File: src/rtl/cpu_pkg.sv
// Shared interrupt-sequencer types: FSM state encoding and default vector table placement.
// Pure declarations; no logic, no latency, no flow control.
package cpu_pkg;

  typedef enum logic [2:0] {
    IDLE    = 3'd0,
    DRAIN   = 3'd1,
    PUSH    = 3'd2,
    VECTOR  = 3'd3,
    SERVICE = 3'd4
  } irq_state_t;

  localparam int unsigned VEC_BASE_DEFAULT   = 32'h0000;
  localparam int unsigned VEC_STRIDE_DEFAULT = 32'd2;
  localparam int unsigned DRAIN_CNT_W        = 3;

endpackage

File: src/rtl/irq_pending_bank.sv
// Edge detect + sticky pending bits + fixed-priority pick (index 0 wins); pending lands one clock after the edge.
// Never stalls: keeps sampling every clock; a bit clears only on its own ack.
module irq_pending_bank
  import cpu_pkg::*;
#(
  parameter int NUM_IRQ = 4,
  parameter int ID_W    = 2
) (
  input  logic               clk,
  input  logic               rst_n,
  input  logic [NUM_IRQ-1:0] irq,
  input  logic [NUM_IRQ-1:0] mask,
  input  logic [NUM_IRQ-1:0] ack,
  output logic               sel_vld,
  output logic [ID_W-1:0]    sel_id,
  output logic [NUM_IRQ-1:0] pending
);

  logic [NUM_IRQ-1:0] prev;
  logic [NUM_IRQ-1:0] rise;
  logic [NUM_IRQ-1:0] cand;

  assign rise = irq & ~prev;
  // Fresh edges are eligible in the same clock they are latched, so DRAIN starts alongside pending.
  assign cand = (pending | rise) & ~mask;

  always_ff @(posedge clk or negedge rst_n) begin
    if (!rst_n) begin
      prev    <= '0;
      pending <= '0;
    end else begin
      prev    <= irq;
      pending <= (pending & ~ack) | rise;
    end
  end

  always_comb begin
    sel_vld = 1'b0;
    sel_id  = '0;
    for (int i = NUM_IRQ - 1; i >= 0; i--) begin
      if (cand[i]) begin
        sel_vld = 1'b1;
        sel_id  = ID_W'(i);
      end
    end
  end

endmodule

File: src/rtl/interrupt_sequencer.sv
// Interrupt front-end: waits for a boundary, drains DRAIN_CYCLES bubbles, pushes, vectors, blocks until RTI.
// i_stall freezes state/counter and masks the push/ack/vector pulses for that cycle; pending keeps sampling.
module interrupt_sequencer
  import cpu_pkg::*;
#(
  parameter int          NUM_IRQ      = 4,
  parameter int          ADDR_W       = 16,
  parameter int unsigned VEC_BASE     = VEC_BASE_DEFAULT,
  parameter int unsigned VEC_STRIDE   = VEC_STRIDE_DEFAULT,
  parameter int          DRAIN_CYCLES = 2
) (
  input  logic               i_clk,
  input  logic               i_rst_n,
  input  logic [NUM_IRQ-1:0] i_irq,
  input  logic [NUM_IRQ-1:0] i_irq_mask,
  input  logic               i_stall,
  input  logic               i_boundary,
  input  logic               i_rti,
  output logic               o_bubble,
  output logic               o_interrupt,
  output logic               o_vector_valid,
  output logic [ADDR_W-1:0]  o_vector_addr,
  output logic [NUM_IRQ-1:0] o_irq_ack,
  output logic               o_in_service,
  output logic [NUM_IRQ-1:0] o_pending
);

  localparam int ID_W = (NUM_IRQ > 1) ? $clog2(NUM_IRQ) : 1;

  irq_state_t             state;
  logic [DRAIN_CNT_W-1:0] drain_cnt;
  logic [ID_W-1:0]        cur_id;
  logic                   sel_vld;
  logic [ID_W-1:0]        sel_id;
  logic [ADDR_W-1:0]      vec_addr;

  irq_pending_bank #(
    .NUM_IRQ (NUM_IRQ),
    .ID_W    (ID_W)
  ) u_bank (
    .clk     (i_clk),
    .rst_n   (i_rst_n),
    .irq     (i_irq),
    .mask    (i_irq_mask),
    .ack     (o_irq_ack),
    .sel_vld (sel_vld),
    .sel_id  (sel_id),
    .pending (o_pending)
  );

  always_ff @(posedge i_clk or negedge i_rst_n) begin
    if (!i_rst_n) begin
      state     <= IDLE;
      drain_cnt <= '0;
      cur_id    <= '0;
    end else if (!i_stall) begin
      case (state)
        IDLE: begin
          if (sel_vld && i_boundary) begin
            state     <= DRAIN;
            drain_cnt <= DRAIN_CNT_W'(DRAIN_CYCLES - 1);
            cur_id    <= sel_id;
          end
        end
        DRAIN: begin
          if (drain_cnt == '0) state <= PUSH;
          else drain_cnt <= drain_cnt - 1'b1;
        end
        PUSH:    state <= VECTOR;
        VECTOR:  state <= SERVICE;
        SERVICE: if (i_rti) state <= IDLE;
        default: state <= IDLE;
      endcase
    end
  end

  assign vec_addr = ADDR_W'(VEC_BASE) + ADDR_W'(cur_id) * ADDR_W'(VEC_STRIDE);

  assign o_bubble       = (state == DRAIN) || (state == PUSH) || (state == VECTOR);
  assign o_in_service   = (state == SERVICE);
  // The stall gate is the only input reaching an output; it keeps the ack a single pulse.
  assign o_interrupt    = (state == PUSH) && !i_stall;
  assign o_vector_valid = (state == VECTOR) && !i_stall;
  assign o_vector_addr  = (state == VECTOR) ? vec_addr : '0;
  assign o_irq_ack      = o_interrupt ? (NUM_IRQ'(1) << cur_id) : '0;

endmodule

File: config.mk
export PLATFORM = sky130hd
export DESIGN_NAME = interrupt_sequencer
export DESIGN_NICKNAME = d
export VERILOG_FILES = /design/src/rtl/cpu_pkg.sv /design/src/rtl/irq_pending_bank.sv /design/src/rtl/interrupt_sequencer.sv
export SDC_FILE = /design/constraint.sdc
export NUM_CORES = 1
export LEC_CHECK = 0
export ABC_AREA = 1
export CELL_PAD_IN_SITES_DETAIL_PLACEMENT = 1
export CELL_PAD_IN_SITES_GLOBAL_PLACEMENT = 1
export CORE_MARGIN = 10
export CORE_UTILIZATION = 30
export CTS_CLUSTER_DIAMETER = 50
export DETAILED_ROUTE_END_ITERATION = 8
export PLACE_DENSITY_LB_ADDON = 0.15
export REMOVE_ABC_BUFFERS = 1
export SLEW_MARGIN = 20
export SYNTH_ARGS = -nofsm -noshare
export SYNTH_HDL_FRONTEND = slang
export SYNTH_HIERARCHICAL = 1
export SYNTH_SLANG_ARGS = --single-unit
File: constraint.sdc
create_clock -name i_clk -period 1.6 [get_ports i_clk]
set_input_delay 0.16 -clock i_clk [delete_from_list [all_inputs] [get_ports i_clk]]
set_output_delay 0.16 -clock i_clk [all_outputs]
set_load 0.03 [all_outputs]
Word level (Yosys, flattened, before mapping) --
Index checks and enable logic that the tools add are counted.
Cells by class: mux-type cells 16, shift operators 1, eq/ne operators 8, add/sub/neg operators 1, reduce and logical (&&, ||, !) cells 12, bitwise operators 9
Operator list (count):
- 3-bit two-way mux | 5
- 3-bit case mux with 5 select lines | 1
- 4-bit AND | 3
- 4-bit NOT | 3
- 2-bit two-way mux | 4
- 2-bit inequality test (second input constant) | 4
- 4-bit OR | 2
- 4-bit AND reduction | 2
- 3-bit by 2-bit equality test with 1-bit output (second input constant) | 2
- 3-bit logical NOT | 2
- 3-bit case mux with 2 select lines | 1
- 1-bit two-way mux | 4
- 4-bit two-way mux | 1
- 1-bit by 2-bit << shifter with 4-bit output (first input constant) | 1
- 3-bit by 1-bit equality test with 1-bit output (second input constant) | 1
- 3-bit equality test (second input constant) | 1
- 1-bit logical AND | 3
- 3-bit AND reduction | 1
- 3-bit by 1-bit subtractor with 3-bit output (second input constant) | 1
- 1-bit logical OR | 2
- 2-bit nonzero test | 1
- 1-bit logical NOT | 1
- 1-bit NOT | 1
Storage, ports and cells: output and inout bits 28, register bits 16

Longest topological paths before layout --
depth after elaboration 11, depth in mapped cells 14, mapped depth without buffers 14

Hierarchy --
Netlist, hierarchy kept.
By module, submodules not included:
- interrupt_sequencer | seq. area each 200.2 µm², area each 673.1 µm², cells an instance 95, times used 1
- irq_pending_bank | seq. area each 200.2 µm², area each 354.1 µm², cells an instance 40, times used 1

Worst setup path before layout --
Ideal clock, no wire load.
path kind flip-flop to flip-flop, start register state[0], end register u_bank.pending[1], setup slack -0.226 ns, cell stages (with the launch flop) 5, arrival 1.663 ns, cell sequence dfrtp_1 nor2_4 nand3_1 nor3_1 o22ai_1
On the way: word-level cells in the longest chain between the ends 6
Ends and longest elaborated chain:
- from (decl) | line interrupt_sequencer.sv:30 | irq_state_t state;
- from (signal assigned) | line interrupt_sequencer.sv:53 | state <= IDLE;
- from (signal assigned) | line interrupt_sequencer.sv:60 | state <= DRAIN;
- from (signal assigned) | line interrupt_sequencer.sv:66 | if (drain_cnt == '0) state <= PUSH;
- 3-bit by 2-bit equality test with 1-bit output | line interrupt_sequencer.sv:82 | assign o_interrupt = (state == PUSH) && !i_stall;
- 1-bit logical AND | line interrupt_sequencer.sv:82
- 4-bit two-way mux | line interrupt_sequencer.sv:85 | assign o_irq_ack = o_interrupt ? (NUM_IRQ'(1) << cur_id) : '0;
- named net o_irq_ack[1] | line interrupt_sequencer.sv:23 | output logic [NUM_IRQ-1:0] o_irq_ack,
- 4-bit NOT | line irq_pending_bank.sv:33 | pending <= (pending & ~ack) | rise;
- 4-bit AND | line irq_pending_bank.sv:33
- 4-bit OR | line irq_pending_bank.sv:33
- to (signal assigned) | line irq_pending_bank.sv:33
- to (decl) | line irq_pending_bank.sv:16 | output logic [NUM_IRQ-1:0] pending
The timed path passes the listed nets, and every way through them passes these cells. A chain may end at the register's enable or synchronous reset.

Worst setup path after layout --
start register state[2], end output port o_vector_valid
On the way: word-level cells in the longest chain between the ends 2
Ends and longest elaborated chain:
- 3-bit by 2-bit equality test with 1-bit output | line interrupt_sequencer.sv:83 | assign o_vector_valid = (state == VECTOR) && !i_stall;
- 1-bit logical AND | line interrupt_sequencer.sv:83
- to (decl) | line interrupt_sequencer.sv:21 | output logic o_vector_valid,
Every way passes these cells.

==> impl_metrics.py <==
metrics = {
    "worst_setup_path": {
        "crit_arrival_ns": 1.39,
        "cp.required_ns": 1.44,
        "slowest_delay_ns": 0.46,
        "crit_chain": "buf_4, nor2_4, nand2_4, nor2_2, buf_6",
        "crit_slowest_cell": "dfrtp_2",
        "start_kind": "register",
        "endpoint_kind": "output pin",
        "path_class": "register to output pin",
        "path_max_fanout": 3,
    },
    "cts": {
        "clk_path_buf_depth": 2,
        "clock_latency_ns": 0.29,
        "cts_tree": "yes",
        "cts-root-buf": "clkbuf_4",
        "hold_buffers": 0,
        "path_clk_slew_ns": 0.11,
        "cts_max_level": 1,
        "cts-buffers-inserted": 3,
        "clkSinkCount": 16,
    },
    "routing": {
        "drc_errors": 0,
        "drt_wl_total_um": 2892,
        "via_per_inst": 4.211,
        "dr.pass1.iters": 4,
        "ant_nets": 0,
        "wire_per_inst_um": 12.97,
        "vias": 939,
        "initialDrtViolationCount": 24,
    },
    "placement": {
        "dp.cells": 214,
        "post-dp-hpwl_um": 2401,
        "dpl-instance-area_mm2": 0.001326,
        "post-place-ws_ns": -0.1163,
        "gp_congestion": 0.8088,
        "numPortBuffers": 26,
    },
    "global_routing": {
        "grt_pass1_vias": 1029,
        "grt_max_degree": 17,
        "grt_overflow": 0,
        "antenna_found_initial": 0,
        "grt_pass1_wl_um": 4788,
        "grt_usage_pct": 9.487,
    },
    "layout": {
        "syn2layout_area_growth_pct": 45.43,
        "multi_input_area_um2": 539.3,
        "final_cells": 223,
        "seq_area_um2": 404.1,
        "final_cell_mix": "inv_1, nand2_1, buf_4",
        "fillers": 429,
        "layout_commonest_cell": "inv_1",
        "fin_nets": 193,
        "final_layout_size_suffix_gt1_share_pct": 33.90,
        "utilization_pct": 45.12,
        "diodes": 0,
        "finalInstanceArea_mm2": 0.001494,
    },
    "logic_synthesis": {
        "synth_seq_cells": 16,
        "yosys.area_share.xor_xnor_pct": 0,
        "yosys_warnings": 6,
        "synth_cell_types": 23,
        "synth_simple_gate_area_share_pct": 28.38,
        "syn_avg_cell_area_um2": 7.609,
        "ys_seq_area_share_pct": 38.98,
        "synth-compound-area-share_pct": 9.379,
        "muxShareOfSynthArea_pct": 0,
        "synth_top_family_by_area": "simple AND/OR/NAND/NOR gates",
        "synth_area_mm2": 0.001027,
        "syn_inst": 135,
        "synthAdderAreaFrac_pct": 2.436,
    },
    "flow_run": {
        "maxCapViolCount": 0,
    },
    "floorplan": {
        "fp.dieArea_mm2": 0.006165,
        "floorplan.rows": 21,
        "die_w_um": 78.52,
        "initial_core_util_pct": 31.03,
        "core_mm2": 0.003311,
        "die_y_um": 78.52,
        "io-pin-count": 41,
    },
    "timing": {
        "slew_viol_final": 0,
        "period_share_pct": 96.64,
        "period_needed_ns": 1.546,
        "final-setup-viol-count": 0,
        "final_hold_viol_count": 0,
        "layout_setup_ws_ns": 0.05374,
        "hold-worst-slack_ns": 0.1744,
        "fin_setup_tns_ns": 0,
        "fmax_mhz": 646.7,
        "rsz0062_at_grt": "yes",
        "skew_ns": 0.009350,
    },
    "worst_hold_path": {
        "worstHoldPathType": "input port to asynchronous set/reset pin",
    },
    "pwr": {
        "peakVddDrop_uv": 606.4,
        "p_total_mw": 2.381,
        "p_leak_nw": 0.8083,
        "pwr_density_cell_mw_per_mm2": 1593,
    },
    "run_status": {
        "outcome": "completed",
    },
}
cell families (layout without fill, tap and decap cells):
kind of cell,after synthesis,after routing
AO/OA/AOI/OAI,15,15
adder cells (fa/ha/maj),2,2
buffers and inverters,42,71
flip-flops,16,16
other,1,14
AND/OR/NAND/NOR,59,59
path summary, 6_finish.rpt:
kind / from / depth (start not counted) / to / slack, ns
max: state[2]$_DFFE_PN0P_ / 5 / o_vector_valid / 0.05
min: i_rst_n / 2 / u_bank/pending[0]$_DFF_PN0_ / 0.17
max reg2reg: u_bank/prev[0]$_DFF_PN0_ / 11 / state[2]$_DFFE_PN0P_ / 0.17
min reg2reg: u_bank/prev[1]$_DFF_PN0_ / 1 / u_bank/pending[1]$_DFF_PN0_ / 0.47
max in group asynchronous: i_rst_n / 2 / state[1]$_DFFE_PN0P_ / 1.21
min in group i_clk: i_irq[0] / 1 / u_bank/prev[0]$_DFF_PN0_ / 0.32
metal layers:
metal  routed length (µm)  GRT usage [%]  up-vias
li1                     -              -      474
met3                  140          2.278        2
met2                 1578          18.50       21
met4                   21          2.688        0
met1                 1152          9.684      442
met5                    0              0        -
critical path: cells and delay by family, from the launching register on:
family	cells	cell delay (ns)
simple gates	3	0.33
flops	1	0.46
buf+inv	2	0.31
registers in the layout (all words and copies together), names as in the netlist:
register	flops
cur_id	2
state	3
drain_cnt	3
u_bank/prev	4
u_bank/pending	4
repair_timing:
item	4_1_cts	5_1_grt
endpoints found under the setup margin	5	12
gates resized for setup	10	19
buffers inserted	3	2
endpoints found under the hold margin	0	0
pin swaps	1	6
power by group:
| group | switching (mW) | total, mW | internal (mW) | leakage (nW) |
|---|---|---|---|---|
| Clock | 0.146 | 0.284 | 0.138 | 0.0210 |
| Combinational | 0.876 | 1.42 | 0.542 | 0.609 |
| Sequential | 0.144 | 0.678 | 0.534 | 0.178 |
| Total | 1.17 | 2.38 | 1.21 | 0.808 |
cells in the mapped netlist:
master	n	area [µm²]
a21oi_2	1	8.760
a21o_1	1	7.510
conb_1	1	3.750
nor2_4	2	22.52
o21ai_1	1	5.000
nand2_2	5	31.28
nand3_1	8	40.04
nand3_2	3	30.03
dfrtp_1	16	400.4
nor3_1	5	25.02
inv_2	5	18.77
nor2_2	2	12.51
inv_1	23	86.33
buf_4	14	105.1
nand4_1	1	6.260
o21ai_0	3	15.01
o21bai_1	3	22.52
o21bai_2	1	11.26
nor2_1	11	41.29
ha_1	2	25.02
o22ai_1	1	6.260
nand2_1	22	82.58
a21oi_1	4	20.02
layout make-up:
cell class	instances	share of cell area [%]
multi-input cells	90	36.10
flip-flops and latches	16	27.05
repair buffers	39	23.37
inverters	28	7.203
well taps	46	3.853
clock buffers	4	2.429
Power figures use the tool's default switching activity.
